**config.mk**
```make
export PLATFORM = sky130hd
export DESIGN_NAME = rs_ff_sequencer_flat
export DESIGN_NICKNAME = d
export VERILOG_FILES = /design/src/rtl/rs_ff_sequencer_if.sv /design/src/rtl/rs_ff_sequencer.sv /design/src/flat_wrapper.sv
export SDC_FILE = /design/constraint.sdc
export NUM_CORES = 1
export LEC_CHECK = 0
export BUFFER_PORTS_ARGS = -buffer_cell sky130_fd_sc_hd__buf_2
export CORE_MARGIN = 2
export CORE_UTILIZATION = 30
export CTS_CLUSTER_SIZE = 10
export DETAILED_ROUTE_END_ITERATION = 6
export PLACE_DENSITY = 0.55
export SETUP_SLACK_MARGIN = 0.5
export SYNTH_ARGS = -nofsm -noshare
export SYNTH_HDL_FRONTEND = slang
export SYNTH_SLANG_ARGS = --single-unit
```
**constraint.sdc**
```tcl
create_clock -name clock -period 1.6 [get_ports clock]
set_input_delay 0.32 -clock clock [delete_from_list [all_inputs] [get_ports clock]]
set_output_delay 0.32 -clock clock [all_outputs]
set_load 0.05 [all_outputs]
```
**src/rtl/rs_ff_sequencer_if.sv**
```systemverilog
// Requester handshake bundle for rs_ff_sequencer.
//   req0/req1 : level requests, held by each requester until its grant
//   op0/op1   : requested operation, 1 = set, 0 = clear
//   gnt0/gnt1 : one-cycle grants back to the requesters
// master = requester side, slave = sequencer side.
interface rs_ff_sequencer_if;
    logic req0;
    logic op0;
    logic req1;
    logic op1;
    logic gnt0;
    logic gnt1;

    modport master (
        output req0, op0, req1, op1,
        input  gnt0, gnt1
    );

    modport slave (
        input  req0, op0, req1, op1,
        output gnt0, gnt1
    );
endinterface

```
**src/rtl/rs_ff_sequencer.sv**
```systemverilog
// Sole driver of an RS flip-flop's Set/Reset inputs. Arbitrates two
// requesters round-robin, issues a fixed-width Set or Reset pulse, inserts a
// guard gap, and checks the flip-flop's Q against the requested operation.
//
// Ports:
//   clock    : system clock, rising edge
//   reset    : synchronous, active-high
//   req_if   : requester bundle (req/op in, gnt out)
//   q        : Q feedback from the flip-flop
//   ff_set   : flip-flop Set drive
//   ff_reset : flip-flop Reset drive
//   busy     : high whenever not IDLE
//   done     : one-cycle pulse in the first cycle after a pulse ends
//   mismatch : sticky, Q disagreed with the operation in a done cycle
//
// state | meaning
// IDLE  | no operation in progress, arbitrating
// PULSE | driving ff_set or ff_reset, cnt runs 1..PULSE_CYCLES
// GAP   | guard interval, cnt runs 1..GAP_CYCLES
module rs_ff_sequencer #(
    parameter int PULSE_CYCLES = 2,
    parameter int GAP_CYCLES   = 1
) (
    input  logic              clock,
    input  logic              reset,
    rs_ff_sequencer_if.slave  req_if,
    input  logic              q,
    output logic              ff_set,
    output logic              ff_reset,
    output logic              busy,
    output logic              done,
    output logic              mismatch
);
    typedef enum logic [1:0] {
        IDLE  = 2'd0,
        PULSE = 2'd1,
        GAP   = 2'd2
    } state_t;

    localparam logic [3:0] PULSE_LAST = 4'(PULSE_CYCLES);
    localparam logic [3:0] GAP_LAST   = 4'(GAP_CYCLES);

    state_t     state;
    logic [3:0] cnt;
    logic       pri;        // 1: requester 1 wins a tie
    logic       op_latched;
    logic       win1;
    logic       win_op;

    always_comb begin
        win1   = 1'b0;
        win_op = 1'b0;
        win1   = req_if.req1 && (!req_if.req0 || pri);
        win_op = win1 ? req_if.op1 : req_if.op0;
    end

    always_ff @(posedge clock) begin
        if (reset) begin
            state       <= IDLE;
            cnt         <= 4'd0;
            pri         <= 1'b0;
            op_latched  <= 1'b0;
            req_if.gnt0 <= 1'b0;
            req_if.gnt1 <= 1'b0;
            ff_set      <= 1'b0;
            ff_reset    <= 1'b0;
            busy        <= 1'b0;
            done        <= 1'b0;
            mismatch    <= 1'b0;
        end else begin
            req_if.gnt0 <= 1'b0;
            req_if.gnt1 <= 1'b0;
            done        <= 1'b0;

            // done is registered, so this compares Q during the done cycle
            // against the op of the pulse that just ended, even if a new
            // grant relatches op_latched on this same edge.
            if (done && (q != op_latched)) begin
                mismatch <= 1'b1;
            end

            case (state)
                IDLE: begin
                    if (req_if.req0 || req_if.req1) begin
                        state       <= PULSE;
                        cnt         <= 4'd1;
                        busy        <= 1'b1;
                        req_if.gnt0 <= !win1;
                        req_if.gnt1 <= win1;
                        pri         <= !win1;
                        op_latched  <= win_op;
                        ff_set      <= win_op;
                        ff_reset    <= !win_op;
                    end
                end
                PULSE: begin
                    if (cnt == PULSE_LAST) begin
                        ff_set   <= 1'b0;
                        ff_reset <= 1'b0;
                        done     <= 1'b1;
                        if (GAP_LAST == 4'd0) begin
                            state <= IDLE;
                            cnt   <= 4'd0;
                            busy  <= 1'b0;
                        end else begin
                            state <= GAP;
                            cnt   <= 4'd1;
                        end
                    end else begin
                        cnt <= cnt + 4'd1;
                    end
                end
                GAP: begin
                    if (cnt == GAP_LAST) begin
                        state <= IDLE;
                        cnt   <= 4'd0;
                        busy  <= 1'b0;
                    end else begin
                        cnt <= cnt + 4'd1;
                    end
                end
                default: begin
                    state    <= IDLE;
                    cnt      <= 4'd0;
                    ff_set   <= 1'b0;
                    ff_reset <= 1'b0;
                    busy     <= 1'b0;
                end
            endcase
        end
    end
endmodule

```
**src/flat_wrapper.sv**
```systemverilog
// flat-port wrapper written by rule: the top's interface ports become plain ports
module rs_ff_sequencer_flat 
#(
    parameter int PULSE_CYCLES = 2,
    parameter int GAP_CYCLES   = 1
)
  (clock, reset, q, ff_set, ff_reset, busy, done, mismatch, req_if_req0, req_if_op0, req_if_req1, req_if_op1, req_if_gnt0, req_if_gnt1);
  rs_ff_sequencer_if req_if_i ();
  input  logic clock;
  input  logic reset;
  input  logic q;
  output logic ff_set;
  output logic ff_reset;
  output logic busy;
  output logic done;
  output logic mismatch;
  input wire logic [$bits(req_if_i.req0)-1:0] req_if_req0;
  input wire logic [$bits(req_if_i.op0)-1:0] req_if_op0;
  input wire logic [$bits(req_if_i.req1)-1:0] req_if_req1;
  input wire logic [$bits(req_if_i.op1)-1:0] req_if_op1;
  output wire logic [$bits(req_if_i.gnt0)-1:0] req_if_gnt0;
  output wire logic [$bits(req_if_i.gnt1)-1:0] req_if_gnt1;
  assign req_if_i.req0 = req_if_req0;
  assign req_if_i.op0 = req_if_op0;
  assign req_if_i.req1 = req_if_req1;
  assign req_if_i.op1 = req_if_op1;
  assign req_if_gnt0 = req_if_i.gnt0;
  assign req_if_gnt1 = req_if_i.gnt1;
  rs_ff_sequencer #(.PULSE_CYCLES(PULSE_CYCLES), .GAP_CYCLES(GAP_CYCLES)) u_core (.clock(clock), .reset(reset), .req_if(req_if_i), .q(q), .ff_set(ff_set), .ff_reset(ff_reset), .busy(busy), .done(done), .mismatch(mismatch));
endmodule
```
==> impl_results.md, run 1 <==
* Fin crit period at between 1000 and 1500 ps
* Largest Register: u_core.cnt
* Ys async rst share at 0%
* CTS Sinks at 15
* Root buf cell: clkbuf_4
* First-iteration detailed-routing DRC count at 7
* Power per cell area at a little over 800 nW/um^2
* Post-DP HPWL at ~1.1 mm
* Worst Clk Skew at roughly 1.4 ps
* Worst-path clk slew at about 80 ps
* Total number of vias at ~660
* Delay-heaviest family, CP: compound AO/OA/AOI/OAI gates
* Grt total ovfl at 0
* Reg2reg path depth at 4
* DRT Pass-1 Iters at 4
* Core Region at about 2200 sq um
* Global-route wire length before repair at around 2.5 mm
* Top-area cell type share of the netlist area at 44.4%
* RSZ-0062 raised after global routing: yes
* Final setup viols at 0
* Initial antenna violation count at 0
* Die W at around 51 um
* # diodes at 0
* Worst hold path class: in2reg
* Startpoint Class: flop
* Die Area at 2650 sq um
* Routed Antenna Nets at 0
* Crit Path Max Fanout at 2
* Register area share after synthesis at between 40 and 50%
* Rel. slew slack at roughly four fifths
* Row count at 17
* Largest net degree at the start of global routing at 14
* Post-synth top cells: dfxtp_1, nor2_1, a21oi_1
* CP max stage delay at 410 ps
* Overall Global Routing Usage at 12.9%
* Avg Vias per Cell at 5.06
* Most frequent cell after synthesis: dfxtp_1
* Hold Path Origin: reset
* Total CTS buffers at 3
* Area of the mapped netlist at 676 sq um
* Die height at between 50 and 60 um
* Req. time, crit path at about 1800 ps
* Max_cap viols at 0
* Synth Flop Type: dfxtp_1
* EDFF count, synth at 0
* Syn avg cell area at ~8.6 sq um
* Top post-synthesis cells by area: dfxtp_1, nor2_1, a21oi_1
* Fin util at 47.6%
* Worst skew pair latency at approximately 280 ps
* Worst R2R Start: u_core.cnt[2]
* Vias in the first global route at slightly below 600
* R2r setup slk at between 300 and 400 ps
* Outcome: finished clean
* Worst slew pin tran at between 300 and 400 ps
* Buf+Inv Stages, Crit Path at 0
* H-tree depth at 1
* Design Power at approximately 0.86 mW
* RD Place Congestion at a little under 0.8
* Crit Path Class: reg2reg
* Worst Hold Path EP: u_core.mismatch
* P_leak at 0.425 nW
* Yosys top cell by area: dfxtp_1
* Final Max Slew Viols at 0
* DRC Markers at 0
* Critical path arrival at about 1500 ps
* Fin Hold WS at ~370 ps
* Layout area overhead at 53.0%
* Starting Density at between 30% and 40%
* Regs by FF count: u_core.cnt x4, u_core.state x2
* Yosys reg bits at 15
* Setup TNS at 0 ps
* Final cycle utilization of the critical path at 80.9%
* CTS tree: done
* Avg WL per Cell at between 10 and 15 um
* IO Pins at 14
* Total wire length at between 1.5 and 2 mm
* Max reg flops at 4
* Layout cells sized above 1 at 52.4%
* Mapped Nets at 86
* CP max stage cell: or3b_4
* IO buf count at 13
* Fin nets at between 100 and 150
* Post-Synthesis Cells at 79
* Maximum clock rate at 773 MHz
* Count of different cell masters after synthesis at 30
* RR Endpoint: u_core.ff_set
* Crit end category: flop
* Max IR drop VDD at roughly 0.0006 V
* Final Hold Fails at 0
* Cell breakdown of the critical path: or3b_4, o21ai_4, o21ai_2, a32o_1
* Setup crit start: u_core.cnt[2]
* Synth Warn # at 0
* CTS Buffer Depth at 2
* Worst hold stages at 2
[worst max path at each step]
stage                      end  slack (ps)  cells past startpoint
3_3_place_gp   u_core.ff_reset         270                      4
6_report         u_core.ff_set         310                      4
4_1_cts          u_core.ff_set         290                      4
5_1_grt          u_core.ff_set         280                      4
2_1_floorplan  u_core.ff_reset         320                      4
3_5_place_dp     u_core.ff_set         230                      4
[placed cells by master (no fill, tap or decap), drive strengths merged, types with 3 or more instances in the layout]
cell    synthesis  layout
buf             2      23
dfxtp          15      15
nor2           11      11
a21oi           6       6
clkbuf          2       5
o21ai           5       5
inv             4       4
nor3            4       4
nand2           3       3
[power by group]
group / internal [mW] / leakage [nW] / switching [mW]
combinational: 0.103 / 0.282 / 0.116
clock: 0.0967 / 0.0150 / 0.112
sequential: 0.399 / 0.129 / 0.0300
total: 0.598 / 0.425 / 0.258
[stage by stage]
| step | worst slack (ps) | instances | area, sq um |
|---|---|---|---|
| floorplan | 317 | 79 | 699 |
| global placement | 273 | 117 | 787 |
| detailed placement | 234 | 117 | 787 |
| CTS | 286 | 124 | 927 |
| global route | 282 | 131 | 1030 |
| finish | 306 | 131 | 1030 |
[metal layers]
layer	vias up	global-route usage (%)	wire, um	part of all wire, %
li1	330	-	-	-
met4	0	3.95	17	0.99
met2	12	21.4	871	51
met5	-	0	0	0
met1	319	15.1	768	45
met3	2	5.26	66	3.8
[kinds of logic after synthesis]
kind of cell	share of synthesized area (%)
mux	3.15
xor+xnor	3.89
simple gates	20.9
flops	44.4
buf+inv	4.81
compound gates	22.8
[timing repair]
| item | CTS | global route |
|---|---|---|
| gates cloned | 0 | 0 |
| buffers inserted | 3 | 7 |
| hold buffers | 0 | 0 |
| resized for setup | 31 | 17 |
| hold endpoints to repair | 0 | 0 |
| endpoints found under the setup margin | 19 | 19 |
| pin swaps | 5 | 5 |
[cell type report]
cell class              instances  area [sq um]
clock buffers                   4          26.3
multi-input cells              56           428
fillers                       216          1140
repair buffers                 24           208
flip-flops and latches         15           322
inverters                       4          15.0
well taps                      28          35.0
[worst reg2reg max path, stage by stage, from the launching register on]
cell and delay, ps:
dfxtp_2 330, or3b_4 410, o21ai_4 140, o21ai_2 80
a32o_1 230
No activity file was read; power rests on OpenSTA's default activity.
==> run 2: changes to the inputs <==
clock period = 1.2 ns   (was 1.6 ns; I/O delays follow)
==> run 2 against run 1 <==
  * The flow now finishes with violations (negative setup slack)
  * Sequential share of layout area down 3.3 points
  * Setup slack worse by 390 ps
  * Clock-buffer cell count unchanged
  * Power up 42%
  * Non-clock buffer count up 12
  * Sequential power up 32%
  * Via count up 6.9%
  * Global-route usage up 4.2 points
  * Cell count up 9.2%
  * Maximum frequency up 0.76%
  * Die area unchanged
==> impl_results.md, run 2 (synthesis gave the netlist of run 1 again) <==
* Outcome: finished with violations
* Failing checks: negative setup slack
* RSZ-0062 raised after global routing: yes
* Avg WL per Cell at around 14 um
* Fin crit period at about 1300 ps
* RR Endpoint: u_core.ff_set
* Row count at 17
* Root buf cell: clkbuf_4
* Global-route wire length before repair at ~3.3 mm
* P_leak at 0.502 nW
* # fillers at 199
* CTS tree: done
* Hold Path Origin: reset
* Initial antenna violation count at 0
* Power per cell area at around 1000 nW/um^2
* PnR worst setup slack at -84.2 ps
* Total CTS buffers at 3
* Max reg flops at 4
* Maximum clock rate at approximately 780 MHz
* Die Area at around 2600 sq um
* Worst hold stages at 2
* Fin Hold WS at 203 ps
* Buf+Inv Stages, Crit Path at 0
* Largest net degree at the start of global routing at 12
* # diodes at 0
* Req. time, crit path at 1380 ps
* CTS Sinks at 15
* Rel. slew slack at 76.9%
* Worst R2R Start: u_core.cnt[3]
* Setup crit start: u_core.cnt[3]
* Final setup viols at 3
* Crit end category: flop
* DRT Pass-1 Iters at 4
* Delay-heaviest family, CP: compound AO/OA/AOI/OAI gates
* Fin nets at between 100 and 150
* Placed Cells incl. Taps at roughly 130
* Final Max Slew Viols at 0
* Cell breakdown of the critical path: or3b_4, o21ai_4, o21ai_2, a32o_1
* Worst slew pin tran at 346 ps
* Post-DP HPWL at about 1.3 mm
* Max IR drop VDD at 0.000822 V
* First-iteration detailed-routing DRC count at 13
* Die height at roughly 51 um
* RD Place Congestion at 0.743
* R2r setup slk at -80 ps
* Worst Hold Path EP: u_core.cnt[1]
* Fin util at a little under three fifths
* Layout area overhead at 80.4%
* Max_cap viols at 0
* Layout cells sized above 1 at between 60 and 70%
* Layout Cells excl Fill at around 140
* Crit Path Max Fanout at 2
* Worst Clk Skew at approximately 3.4 ps
* IO buf count at 13
* Most frequent cells in the layout: buf_4, nor2_1, dfxtp_4
* Startpoint Class: flop
* CP max stage delay at between 400 and 500 ps
* CP max stage cell: or3b_4
* Overall Global Routing Usage at around 17%
* Vias in the first global route at 744
* Largest Register: u_core.cnt
* Die W at 51.5 um
* Final cycle utilization of the critical path at 107%
* Critical path arrival at 1470 ps
* Worst-path clk slew at ~90 ps
* Total number of vias at just over 700
* Reg2reg path depth at 4
* CTS Buffer Depth at 2
* Most common cell after layout, fill and taps aside: buf_4
* Setup TNS at -193 ps
* Routed Antenna Nets at 0
* Worst hold path class: in2reg
* IO Pins at 14
* Avg Vias per Cell at between 4 and 5
* Final Hold Fails at 0
* Starting Density at between 30% and 40%
* Total wire length at 1.99 mm
* Worst skew pair latency at roughly 280 ps
* DRC Markers at 0
* H-tree depth at 1
* Core Region at 2170 sq um
* Regs by FF count: u_core.cnt x4, u_core.state x2
* Grt total ovfl at 0
* Crit Path Class: reg2reg
==> run 2: changes by cell type in the layout (fill, tap and decap cells not counted), moves of 2 or more <==
| cell | previous run | this run |
|---|---|---|
| buf_8 | 3 | 7 |
| buf_4 | 8 | 15 |
| dfxtp_4 | 2 | 8 |
| dfxtp_2 | 11 | 7 |
| dfxtp_1 | 2 | 0 |
==> run 2: layout make-up <==
cell class                      count  area (sq um)  share of cell area, %
Clock buffer                        4          26.3                   2.16
Inverter                            4          15.0                   1.23
Multi-Input combinational cell     56           473                   38.8
Sequential cell                    15           339                   27.8
Tap cell                           28          35.0                   2.87
Timing Repair Buffer               36           330                   27.1
==> run 2: layer usage <==
layer	global-route usage (%)	vias up	part of all wire, %
met3	6.73	4	3.2
met4	3.51	0	1.2
met1	18.5	339	41
met5	0	-	0
li1	-	357	-
met2	31.2	9	54
==> run 2: what timing repair did <==
| item | CTS | global route |
|---|---|---|
| setup endpoints to repair | 22 | 22 |
| hold buffers | 0 | 0 |
| resized for setup | 45 | 2 |
| pin swaps | 19 | 6 |
| endpoints found under the hold margin | 0 | 0 |
| buffers inserted | 9 | 2 |
==> run 2: worst max path at each step <==
stage                 endpoint  cells after the start  slack, ps
2_1_floorplan  u_core.ff_reset                      4        -80
3_3_place_gp     u_core.ff_set                      4        -80
3_5_place_dp     u_core.ff_set                      4       -110
4_1_cts          u_core.ff_set                      4       -100
5_1_grt        u_core.ff_reset                      4       -130
6_report         u_core.ff_set                      4        -80
==> run 2: per-stage QoR <==
stage                     power [mW]  setup slack, ps  instance area, sq um
after global placement         0.829            -76.0                   937
after CTS                       1.21             -104                  1190
after global routing            1.27             -132                  1220
after detailed placement       0.834             -105                   937
after floorplan                0.759            -82.5                   783
final                           1.21            -84.2                  1220
==> run 2: where the power goes <==
part           internal (mW)  total (mW)  switching [mW]
combinational          0.183       0.360           0.177
sequential             0.527       0.568          0.0404
clock                  0.129       0.287           0.158
==> run 3: changes to the inputs <==
CORE_ASPECT_RATIO = 0.9   (was not set)
clock period = 1.6 ns   (was 1.2 ns; I/O delays follow)
==> run 3 against run 2 <==
  * The run now ends clean
  * Largest power group unchanged
  * Register-to-register slack improved by 410 ps
  * Combinational power fell by 28%
  * Sequential cell count did not move
  * Wire length fell by 7.5%
==> impl_results.md, run 3 (synthesis gave the netlist of run 1 again) <==
* CTS tree: done
* CTS hold repair buffers at 0
* CTS Buffer Depth at 2
* Rel. slew slack at between 70% and 80%
* Cell breakdown of the critical path: or3b_4, o21ai_4, o21ai_2, a32o_1
* Max IR drop VDD at approximately 0.00062 V
* Max_cap viols at 0
* Post-DP HPWL at approximately 1.1 mm
* Crit Path Class: reg2reg
* Total CTS buffers at 3
* RSZ-0062 raised after global routing: yes
* Overall Global Routing Usage at around 14%
* Avg Vias per Cell at between 5 and 6
* Met2 usage at just under 20%
* Maximum clock rate at between 700 and 800 MHz
* Layout cells sized above 1 at around three fifths
* Grt total ovfl at 0
* Die height at 49.0 um
* Crit end category: flop
* Final Hold Fails at 0
* Global-route wire length before repair at 2.68 mm
* Regs by FF count: u_core.cnt x4, u_core.state x2
* Final cycle utilization of the critical path at 79.9%
* Setup TNS at 0 ps
* DRC Markers at 0
* Met3 usage at 5.52%
* H-tree depth at 1
* Row count at 16
* # diodes at 0
* Fin util at a little over half
* Most common cell after layout, fill and taps aside: buf_4
* CP max stage delay at between 300 and 400 ps
* Vias in the first global route at 588
* Gr busiest metal: met2
* Largest Register: u_core.cnt
* Worst Clk Skew at about 2.9 ps
* IO buf count at 13
* CTS Sinks at 15
* Final Max Slew Viols at 0
* Worst slew pin tran at 299 ps
* CP max stage cell: or3b_4
* Total wire length at 1.84 mm
* Routed Antenna Nets at 0
* Power per cell area at around 800 nW/um^2
* M1 GR Usage at a little under 20%
* Avg WL per Cell at 13.6 um
* Crit Path Max Fanout at 2
* Core Region at around 2200 sq um
* Fin crit period at about 1300 ps
* Worst hold path class: in2reg
* IO Pins at 14
* Worst-path clk slew at around 90 ps
* Req. time, crit path at between 1500 and 2000 ps
* Critical path arrival at ~1500 ps
* Total number of vias at 688
* First-iteration detailed-routing DRC count at 12
* Die Area at about 2600 sq um
* Largest net degree at the start of global routing at 14
* RD Place Congestion at 0.806
* P_leak at 0.464 nW
* Fin nets at 116
* DRT Pass-1 Iters at 4
* Worst skew pair latency at about 280 ps
* Most frequent cells in the layout: buf_4, dfxtp_2, nor2_1, buf_2
* Starting Density at between 30% and 40%
* Die W at approximately 54 um
* Startpoint Class: flop
* Layout area overhead at 67.0%
* Max reg flops at 4
* Outcome: finished clean
* Final setup viols at 0
* Root buf cell: clkbuf_4
* Initial antenna violation count at 0
[run 3: cell types whose count changed in the layout (fill, tap and decap cells not counted), sizes merged]
| cell | change |
|---|---|
| clkbuf | +2 |
| buf | -9 |
[run 3: layer usage]
metal	up-vias	wire length, um
met3	2	58
met4	0	22
li1	345	-
met2	11	884
met1	330	873
met5	-	0
[run 3: path summary, 6_finish.rpt]
| kind | slack (ps) | from | endpoint | cells after the start |
|---|---|---|---|---|
| setup / recovery | 320 | u_core.cnt[2] | u_core.ff_reset | 4 |
| hold / removal | 370 | reset | u_core.cnt[3] | 2 |
| setup reg to reg | 320 | u_core.cnt[2] | u_core.ff_reset | 4 |
| hold reg to reg | 490 | u_core.mismatch | u_core.mismatch | 2 |
[run 3: final cells by class]
type | count | area [sq um]
fillers | 202 | 1030
multi-input cells | 56 | 464
flip-flops and latches | 15 | 327
repair buffers | 29 | 263
well taps | 27 | 33.8
clock buffers | 4 | 26.3
inverters | 4 | 15.0
[run 3: stage by stage]
step	power, mW	hold WS [ps]	cell area [sq um]	worst slack, ps	instances
3_5_place_dp	0.590	467	786	220	116
4_1_cts	0.845	359	961	293	123
6_report	0.900	374	1130	321	135
2_1_floorplan	0.550	468	699	317	79
5_1_grt	0.957	364	1130	283	135
3_3_place_gp	0.586	447	786	276	116
[run 3: worst max-delay path: cells and delay by family (launching register included)]
family | cells | cell delay (ps)
AOI/OAI and AO/OA | 3 | 440
DFF | 1 | 350
and+or+nand+nor | 1 | 390
[run 3: report_power, final]
part	switching (mW)	internal, mW
registers	0.0297	0.397
logic	0.132	0.127
clock network	0.117	0.0968
total	0.279	0.621
[run 3: what timing repair did]
action,in CTS,in global routing
endpoints found under the setup margin,20,19
setup buffers,3,12
pin swaps,7,8
cloned,0,0
gates resized for setup,38,19
